<file path="src/rtl/decoder4_seq_ctrl.sv">
// decoder4_seq_ctrl: clears, programs and streams host words into one decoder4, counting tagged matches.
// Optional DEC_FIRST_MATCH_EN adds first_pos, the data-bit index of the first counted match.
`default_nettype none

module decoder4_seq_ctrl #(
   parameter int DATA_W  = 16,
   parameter int CNT_W   = 8,
   parameter int DEC_LAT = 1
) (
   input  logic              clk,
   input  logic              clr,
   input  logic              start,
   input  logic [3:0]        pattern,
   input  logic              word_valid,
   output logic              word_ready,
   input  logic [DATA_W-1:0] word_data,
   input  logic              word_last,
   output logic              dec_clr,
   output logic              dec_prgm,
   output logic              dec_sig,
   input  logic              dec_out,
   output logic              busy,
   output logic              done,
   output logic [CNT_W-1:0]  match_count
`ifdef DEC_FIRST_MATCH_EN
   ,
   output logic [15:0]       first_pos
`endif
);

   localparam int BCNT_W = $clog2(DATA_W + 1);
   localparam int DCNT_W = (DEC_LAT > 1) ? $clog2(DEC_LAT) : 1;

   typedef enum logic [2:0] {
      S_IDLE   = 3'd0,
      S_CLEAR  = 3'd1,
      S_PROG   = 3'd2,
      S_STREAM = 3'd3,
      S_DRAIN  = 3'd4,
      S_DONE   = 3'd5
   } state_t;

   state_t              state_q, state_d;
   logic [3:0]          pat_q, pat_d;
   logic [1:0]          pcnt_q, pcnt_d;
   logic [DATA_W-1:0]   sh_q, sh_d;
   logic [BCNT_W-1:0]   rem_q, rem_d;
   logic                vcur_q, vcur_d;
   logic                last_q, last_d;
   logic [DEC_LAT-1:0]  dly_q, dly_d;
   logic [DCNT_W-1:0]   dcnt_q, dcnt_d;
   logic [CNT_W-1:0]    cnt_q, cnt_d;
   logic                clr_q, clr_d;
   logic                prgm_q, prgm_d;
   logic                sig_q, sig_d;
   logic                ready_q, ready_d;
   logic                busy_q, busy_d;
   logic                done_q, done_d;

   logic                start_acc;
   logic                word_acc;
   logic                hit;

   assign start_acc = (state_q == S_IDLE) && start;
   assign word_acc  = word_valid && ready_q;
   // dly_q tail holds the valid tag of the bit that dec_out currently reflects
   assign hit       = dec_out && dly_q[DEC_LAT-1];

   always_comb begin
      state_d = state_q;
      pat_d   = pat_q;
      pcnt_d  = pcnt_q;
      sh_d    = sh_q;
      rem_d   = rem_q;
      vcur_d  = 1'b0;
      last_d  = last_q;
      dcnt_d  = dcnt_q;
      prgm_d  = 1'b0;
      sig_d   = 1'b0;

      case (state_q)
         S_IDLE: begin
            if (start) begin
               state_d = S_CLEAR;
               pat_d   = pattern;
               last_d  = 1'b0;
            end
         end
         S_CLEAR: begin
            state_d = S_PROG;
            pcnt_d  = 2'd0;
            prgm_d  = pat_q[3];
         end
         S_PROG: begin
            if (pcnt_q == 2'd3) begin
               state_d = S_STREAM;
               rem_d   = '0;
            end else begin
               pcnt_d = pcnt_q + 2'd1;
               case (pcnt_q)
                  2'd0:    prgm_d = pat_q[2];
                  2'd1:    prgm_d = pat_q[1];
                  default: prgm_d = pat_q[0];
               endcase
            end
         end
         S_STREAM: begin
            if (word_acc) begin
               sig_d  = word_data[DATA_W-1];
               sh_d   = word_data << 1;
               rem_d  = BCNT_W'(DATA_W - 1);
               vcur_d = 1'b1;
               last_d = word_last;
            end else if (vcur_q && (rem_q != '0)) begin
               sig_d  = sh_q[DATA_W-1];
               sh_d   = sh_q << 1;
               rem_d  = rem_q - BCNT_W'(1);
               vcur_d = 1'b1;
            end else if (vcur_q && last_q) begin
               state_d = S_DRAIN;
               dcnt_d  = '0;
            end
         end
         S_DRAIN: begin
            if (dcnt_q == DCNT_W'(DEC_LAT - 1)) begin
               state_d = S_DONE;
            end else begin
               dcnt_d = dcnt_q + DCNT_W'(1);
            end
         end
         S_DONE: begin
            state_d = S_IDLE;
         end
         default: begin
            state_d = S_IDLE;
         end
      endcase

      // Ready during the final bit of a word gives back-to-back words no bubble
      ready_d = (state_d == S_STREAM) && !last_d && (!vcur_d || (rem_d == '0));
      busy_d  = (state_d != S_IDLE);
      done_d  = (state_d == S_DONE);
      clr_d   = (state_d == S_CLEAR);
   end

   always_comb begin
      dly_d[0] = vcur_q;
      for (int i = 1; i < DEC_LAT; i++) begin
         dly_d[i] = dly_q[i-1];
      end
   end

   always_comb begin
      cnt_d = cnt_q;
      if (start_acc) begin
         cnt_d = '0;
      end else if (hit && (cnt_q != {CNT_W{1'b1}})) begin
         cnt_d = cnt_q + CNT_W'(1);
      end
   end

   always_ff @(posedge clk or negedge clr) begin
      if (!clr) begin
         state_q <= S_IDLE;
         pat_q   <= '0;
         pcnt_q  <= '0;
         sh_q    <= '0;
         rem_q   <= '0;
         vcur_q  <= 1'b0;
         last_q  <= 1'b0;
         dly_q   <= '0;
         dcnt_q  <= '0;
         cnt_q   <= '0;
         clr_q   <= 1'b1;
         prgm_q  <= 1'b0;
         sig_q   <= 1'b0;
         ready_q <= 1'b0;
         busy_q  <= 1'b0;
         done_q  <= 1'b0;
      end else begin
         state_q <= state_d;
         pat_q   <= pat_d;
         pcnt_q  <= pcnt_d;
         sh_q    <= sh_d;
         rem_q   <= rem_d;
         vcur_q  <= vcur_d;
         last_q  <= last_d;
         dly_q   <= dly_d;
         dcnt_q  <= dcnt_d;
         cnt_q   <= cnt_d;
         clr_q   <= clr_d;
         prgm_q  <= prgm_d;
         sig_q   <= sig_d;
         ready_q <= ready_d;
         busy_q  <= busy_d;
         done_q  <= done_d;
      end
   end

   assign word_ready  = ready_q;
   assign dec_clr     = clr_q;
   assign dec_prgm    = prgm_q;
   assign dec_sig     = sig_q;
   assign busy        = busy_q;
   assign done        = done_q;
   assign match_count = cnt_q;

`ifdef DEC_FIRST_MATCH_EN
   logic [15:0] idx_q, idx_d;
   logic [15:0] fpos_q, fpos_d;

   // idx_q counts tagged bits as they reach the tap, so it is the index of the tapped bit
   always_comb begin
      idx_d  = idx_q;
      fpos_d = fpos_q;
      if (start_acc) begin
         idx_d  = '0;
         fpos_d = 16'hFFFF;
      end else if (dly_q[DEC_LAT-1]) begin
         idx_d = idx_q + 16'd1;
         if (dec_out && (fpos_q == 16'hFFFF)) begin
            fpos_d = idx_q;
         end
      end
   end

   always_ff @(posedge clk or negedge clr) begin
      if (!clr) begin
         idx_q  <= '0;
         fpos_q <= 16'hFFFF;
      end else begin
         idx_q  <= idx_d;
         fpos_q <= fpos_d;
      end
   end

   assign first_pos = fpos_q;
`endif

endmodule

`default_nettype wire

</file>
<file path="config.mk">
export PLATFORM = sky130hd
export DESIGN_NAME = decoder4_seq_ctrl
export DESIGN_NICKNAME = d
export VERILOG_FILES = /design/src/rtl/decoder4_seq_ctrl.sv
export SDC_FILE = /design/constraint.sdc
export NUM_CORES = 1
export LEC_CHECK = 0
export CAP_MARGIN = 5
export CORE_UTILIZATION = 40
export DETAILED_ROUTE_END_ITERATION = 8
export HOLD_SLACK_MARGIN = 0.05
export PLACE_DENSITY = 0.64
export SETUP_SLACK_MARGIN = 0.05
export SYNTH_ARGS = -nofsm -noshare
export SYNTH_HDL_FRONTEND = slang
export SYNTH_SLANG_ARGS = --single-unit
export TNS_END_PERCENT = 100
</file>
<file path="constraint.sdc">
create_clock -name clk -period 2.6 [get_ports clk]
set_input_delay 0.26 -clock clk [delete_from_list [all_inputs] [get_ports clk]]
set_output_delay 0.26 -clock clk [all_outputs]
set_load 0.01 [all_outputs]
</file>
==> key figures, run 1 <==
Status
  • Outcome: finished clean

Pwr
  • P per Cell Area: 1010 nW/um^2
  • Sequential power share: 0.416
  • LEAKAGE: 0.00126 uW
  • Clk pwr share: 0.174
  • Tot Pwr: 2850 uW
  • Psw: 1050 uW
  • Internal Dissipation: around 1800 uW
  • Gate power share: 0.411
  • Peak supply drop: 0.531 mV
  • Sw Share: 0.368

Logic synthesis
  • Synth area leaders: dfrtp_1 52%, nand2_1 7.1%, nor2_1 6.0%
  • Avg Inst Size Synth: between 9 and 10 um^2
  • Post-synth EDFFs: 0
  • Main synth FF type: dfrtp_1
  • Synth top cells by count: 45 x dfrtp_1, 41 x nand2_1, 35 x nor2_1, 15 x a31oi_1
  • Synth Warn #: 0
  • Sequential share of the synthesized area: 0.529
  • Post-Synthesis Cells: 230
  • Distinct cells, synth: 42
  • Yosys reg bits: 46
  • Cell with the most instances after synthesis: dfrtp_1
  • Syn Nets: 261
  • Biggest area consumer among synthesized cells: dfrtp_1
  • Area share of the leading cell type in the synthesized netlist: 0.517
  • Async SR Flop Fraction: 1.00
  • Synth Cell Area: 2180 um^2

Floorplan
  • Initial Util: 0.421
  • Core area: 5170 um^2
  • I/O pins: 40
  • Die width: 75.8 um
  • Die Y: 75.8 um
  • Row cnt: 26
  • Die area: 5750 um^2

Drt
  • DRT Wirelength: roughly 4.4 mm
  • Pre-antenna DRT Iters: 4
  • Vias/cell: 5.08
  • Via count: 1,769
  • Number of nets with antenna violations after routing: 0
  • DR DRC count: 0
  • Wirelength per Cell: 12.5 um
  • DRT iter0 DRCs: 95

Timing
  • Setup TNS after final layout: 0 ns
  • Min Clock Period, post-route: 2.47 ns
  • Hold violation count in the final report: 0
  • Slew Limit Headroom: 0.462
  • Max Fclk: 0.405 GHz
  • Min Hold Slack: 0.404 ns
  • Max-slew violation count: 0
  • Tcrit/Tclk final: 0.949
  • Setup-failing EPs final: 0
  • RSZ-0062 raised after global routing: false
  • Skew final: 0.00756 ns
  • Worst slew pin tran: slightly above 0.8 ns

Clock network
  • Worst-path clk slew: 0.08 ns
  • CTS buffer count: 5
  • CTS resizes: 0
  • Clock root cell: clkbuf_8
  • H-tree depth: 2
  • Clock sink count: 46
  • CTS tree: built
  • Clock Path Buffers: 2
  • Later-pin clock latency in the skew report: 0.29 ns

Final layout
  • Synthesis-to-layout area growth: 29.3%
  • Layout cell share with drive strength beyond 1: 0.101
  • Ant diodes: 0
  • Nets: between 300 and 400
  • Fill cells: approximately 480

Setup path
  • Arrival time at the worst endpoint: 2.68 ns
  • Crit end category: register
  • Setup CP Type: register to register
  • Startpoint types: register
  • Crit Path Max Fanout: 5
  • Data required, critical path: 2.82 ns

GRT
  • Vias in the first global route: 1,623
  • GRT Total Usage: 0.173
  • Largest net degree at the start of global routing: 32
  • Initial antenna violation count: 0
  • Total gr overflow: 0
  • First-pass GRT wire length: 7.28 mm

Placement
  • IO Port Bufs: 39
  • Placer Congestion: 0.904
  • DP Wirelength: 3.11 mm

Flow run
  • Max Cap Viol: 0

Hold path
  • Hold WC Path Type: primary input to async pin
## per-layer routing
layer	track usage	part of all wire	up-vias
met5	0	0	-
met4	0.0741	0.014	0
met3	0.0317	0.035	4
met2	0.276	0.45	32
met1	0.232	0.50	843
li1	-	-	890
## registers in the layout (all words and copies together), names as in the netlist
register,flops
sh_q,15
state_q,3
last_q,1
dly_q,1
rem_q,5
dec_clr,1
dly_d,1
dec_sig,1
dec_prgm,1
done,1
pcnt_q,2
pat_q,4
match_count,8
word_ready,1
busy,1
## power groups by stage
stage	Combinational [uW]	Sequential, uW	Clock [uW]
after floorplan	802	1180	0
after global placement	1150	1190	0
after detailed placement	1160	1200	0
after CTS	1170	1190	510
after global routing	1340	1230	537
final	1170	1190	495
## kinds of logic (layout without fill, tap and decap cells)
logic type / Yosys count / count (layout) / share of synthesized area
and+or+nand+nor: 111 / 111 / 0.239
DFF: 46 / 46 / 0.529
muxes: 6 / 6 / 0.0298
xor gates and xnor gates: 7 / 7 / 0.0281
buffers and inverters: 19 / 67 / 0.0333
adders and majority gates: 5 / 5 / 0.0287
AOI/OAI and AO/OA: 36 / 36 / 0.112
## per-stage QoR
step | area [um^2] | instances | worst slack, ns | utilization
after detailed placement | 2680 | 336 | 0.137 | 0.517
after CTS | 2800 | 345 | 0.124 | 0.541
final | 2820 | 348 | 0.132 | 0.545
after floorplan | 2180 | 230 | 0.266 | -
after global placement | 2680 | 336 | 0.171 | 0.517
after global routing | 2820 | 348 | 0.0524 | 0.545
## critical path, stage by stage (launching register included)
cell and delay [ns]:
dfrtp_1 0.42, inv_1 0.07, ha_1 0.20, or4b_4 0.52, and2_4 0.19, a211oi_2 0.18
nor3_1 0.08, or4b_1 0.52, a211oi_2 0.22
## path summary, 6_finish.rpt
check | startpoint | endpoint | slack, ns | cells past startpoint
hold / removal | clr | sh_q[6] | 0.40 | 2
setup / recovery | rem_q[0] | word_ready | 0.13 | 8
max in group asynchronous | clr | dec_clr | 1.44 | 3
hold reg to reg | pat_q[0] | pat_q[0] | 0.49 | 1
setup reg to reg | rem_q[0] | word_ready | 0.13 | 8
min in group clk | pat_q[0] | pat_q[0] | 0.49 | 1
## area by class of cell
type | instances | area [um^2] | share of cell area
sequential | 46 | 1150 | 0.409
multi-input combinational | 165 | 965 | 0.342
timing repair buffer | 50 | 470 | 0.167
clock buffer | 8 | 110 | 0.0391
tap | 70 | 87.6 | 0.0311
inverter | 9 | 33.8 | 0.0120
## timing repair
action	4_1_cts	5_1_grt
setup buffers	0	3
setup endpoints to repair	0	1
endpoints found under the hold margin	15	0
hold buffers	1	0
## layout by cell type (no fill, tap or decap), drive strengths merged, types with 2 or more instances in the layout
cell            n
ha              5
inv             9
nand3           9
nor2           35
a211oi          2
and3            3
clkdlybuf4s50  38
xor2            3
nand3b          2
buf            11
xnor2           4
nor3            3
or4b            2
nand4           5
nor4b           3
mux2            4
and2            3
o211ai          2
dfrtp          45
a31oi          15
mux2i           2
a21oi           4
clkbuf          8
nand2          41
o21ai           5
(Power assumes the default switching activity.)
==> run 2: changes to the inputs <==
Clock period 2.6 ns to 2.45 ns, I/O delays scaled along.
==> run 2 against run 1 <==
Against the previous run: die area is the same; design area increased by 1.4%; combinational power increased by 16%; first-iteration DRC count fell by 27%; routed wire length is 2.4% higher; power grew 7.0%; sequential power is 6% higher; clock-buffer cell count decreased by 1; clock power fell by 14%.
==> key figures, run 2 (synthesized netlist as in run 1, its figures left out) <==
Timing
  • Skew final: between 0.006 and 0.007 ns
  • Worst slew pin tran: 0.446 ns
  • RSZ-0062 raised after global routing: false
  • Max-slew violation count: 0
  • Setup-failing EPs final: 0
  • Setup TNS after final layout: 0 ns
  • Tcrit/Tclk final: 0.946
  • Hold violation count in the final report: 0
  • Slew Limit Headroom: 0.701
  • Max Fclk: 0.431 GHz
  • Min Clock Period, post-route: roughly 2.3 ns

Pwr
  • Internal Dissipation: 1900 uW
  • Peak supply drop: between 0.6 and 0.7 mV
  • Psw: approximately 1200 uW
  • Clk pwr share: 0.139
  • Sequential power share: 0.414
  • Gate power share: 0.447
  • P per Cell Area: 1070 nW/um^2
  • Sw Share: 0.377
  • LEAKAGE: 0.00127 uW

Final layout
  • Biggest register: sh_q
  • Ant diodes: 0
  • Area of the multi-input gates: 996 um^2
  • Fill cells: 472
  • Fin area: 2860 um^2
  • Reg area: 1150 um^2
  • Nets: ~310
  • Layout cell share with drive strength beyond 1: 0.131
  • Leading cell type in the layout, fill and taps excluded: dfrtp_1
  • Max reg flops: 15
  • Synthesis-to-layout area growth: 31.1%
  • Most used cells in the layout excluding fill and tap cells: 45 x dfrtp_1, 40 x nand2_1, 38 x clkdlybuf4s50_1

Clock network
  • Clock Path Buffers: 2
  • Clock root cell: clkbuf_8
  • CTS tree: built
  • H-tree depth: 2
  • Clock sink count: 46
  • Later-pin clock latency in the skew report: 0.29 ns
  • Worst-path clk slew: 0.08 ns
  • CTS buffer count: 5

Placement
  • IO Port Bufs: 39
  • Placer Congestion: 0.851
  • DP Wirelength: 3.10 mm
  • Placed inst area: 2710 um^2

Setup path
  • Crit Path Max Fanout: 3
  • Crit end category: register
  • Startpoint types: register
  • Arrival time at the worst endpoint: 2.53 ns
  • Data required, critical path: 2.66 ns
  • Setup CP Type: register to register

Status
  • Outcome: finished clean

Floorplan
  • Row cnt: 26
  • Die width: roughly 76 um
  • I/O pins: 40
  • Core area: slightly above 5000 um^2
  • Die area: approximately 5700 um^2
  • Die Y: 75.8 um
  • Initial Util: 0.421

GRT
  • Initial antenna violation count: 0
  • Vias in the first global route: roughly 1,600
  • Total gr overflow: 0
  • First-pass GRT wire length: 7.36 mm
  • GRT Total Usage: 0.173
  • Largest net degree at the start of global routing: 35

Drt
  • Number of nets with antenna violations after routing: 0
  • DRT Wirelength: 4.46 mm
  • Via count: 1,784
  • DRT iter0 DRCs: 69
  • DR DRC count: 0
  • Wirelength per Cell: around 13 um
  • Pre-antenna DRT Iters: 4
  • Vias/cell: 5.07

Flow run
  • Max Cap Viol: 0

Hold path
  • Hold WC Path Type: primary input to async pin
-- run 2: stage by stage --
step                hold slack, ns  utilization  cells  total power, uW  setup WS, ns
floorplan                  -0.0506            -    230             2100         0.116
global placement             0.150        0.523    340             2520        0.0693
detailed placement           0.149        0.523    340             2540        0.0178
CTS                          0.373        0.544    349             3010        0.0670
global route                 0.398        0.552    352             3330        0.0248
finish                       0.362        0.552    352             3050         0.131
-- run 2: path summary, 6_finish.rpt --
path                           from    endpoint  slack [ns]  cells past startpoint
min in group clk           pat_q[0]    pat_q[0]        0.49                      1
min                             clr    pat_q[0]        0.36                      2
max reg2reg                rem_q[0]  word_ready        0.13                      9
max in group asynchronous       clr     dec_clr        1.34                      3
max                        rem_q[0]  word_ready        0.13                      9
min reg2reg                pat_q[0]    pat_q[0]        0.49                      1
-- run 2: cell type report --
class / instances / share of cell area
Inverter: 9 / 0.0118
Sequential cell: 46 / 0.403
Clock buffer: 7 / 0.0267
Timing Repair Buffer: 55 / 0.179
Multi-Input combinational cell: 165 / 0.349
Tap cell: 70 / 0.0306
-- run 2: layer usage --
metal | up-vias | wire [um] | GRT usage | share of wire
li1 | 894 | - | - | -
met1 | 850 | 2250 | 0.238 | 0.50
met3 | 5 | 161 | 0.0423 | 0.036
met2 | 35 | 1990 | 0.257 | 0.45
met4 | 0 | 59 | 0.0782 | 0.013
met5 | - | 0 | 0 | 0
-- run 2: timing repair --
| action | CTS | global route |
|---|---|---|
| setup buffers | 1 | 3 |
| resized for setup | 4 | 5 |
| hold buffers | 1 | 0 |
| hold endpoints to repair | 12 | 0 |
| pin swaps | 1 | 7 |
| endpoints found under the setup margin | 1 | 1 |
-- run 2: power groups by stage --
stage	clock network, uW	logic, uW	registers, uW
after floorplan	0	851	1250
after global placement	0	1260	1260
after detailed placement	0	1270	1270
after CTS	443	1310	1260
after global routing	476	1550	1310
final	424	1360	1260
-- run 2: worst max-delay path, cell delays in order, from the launching register on --
cell and delay [ns]:
dfrtp_1 0.40, inv_2 0.08, ha_4 0.14, or4b_4 0.49, buf_6 0.15, nand4_1 0.09
nand4_1 0.12, nor2_1 0.13, or4b_4 0.47, a211oi_2 0.18
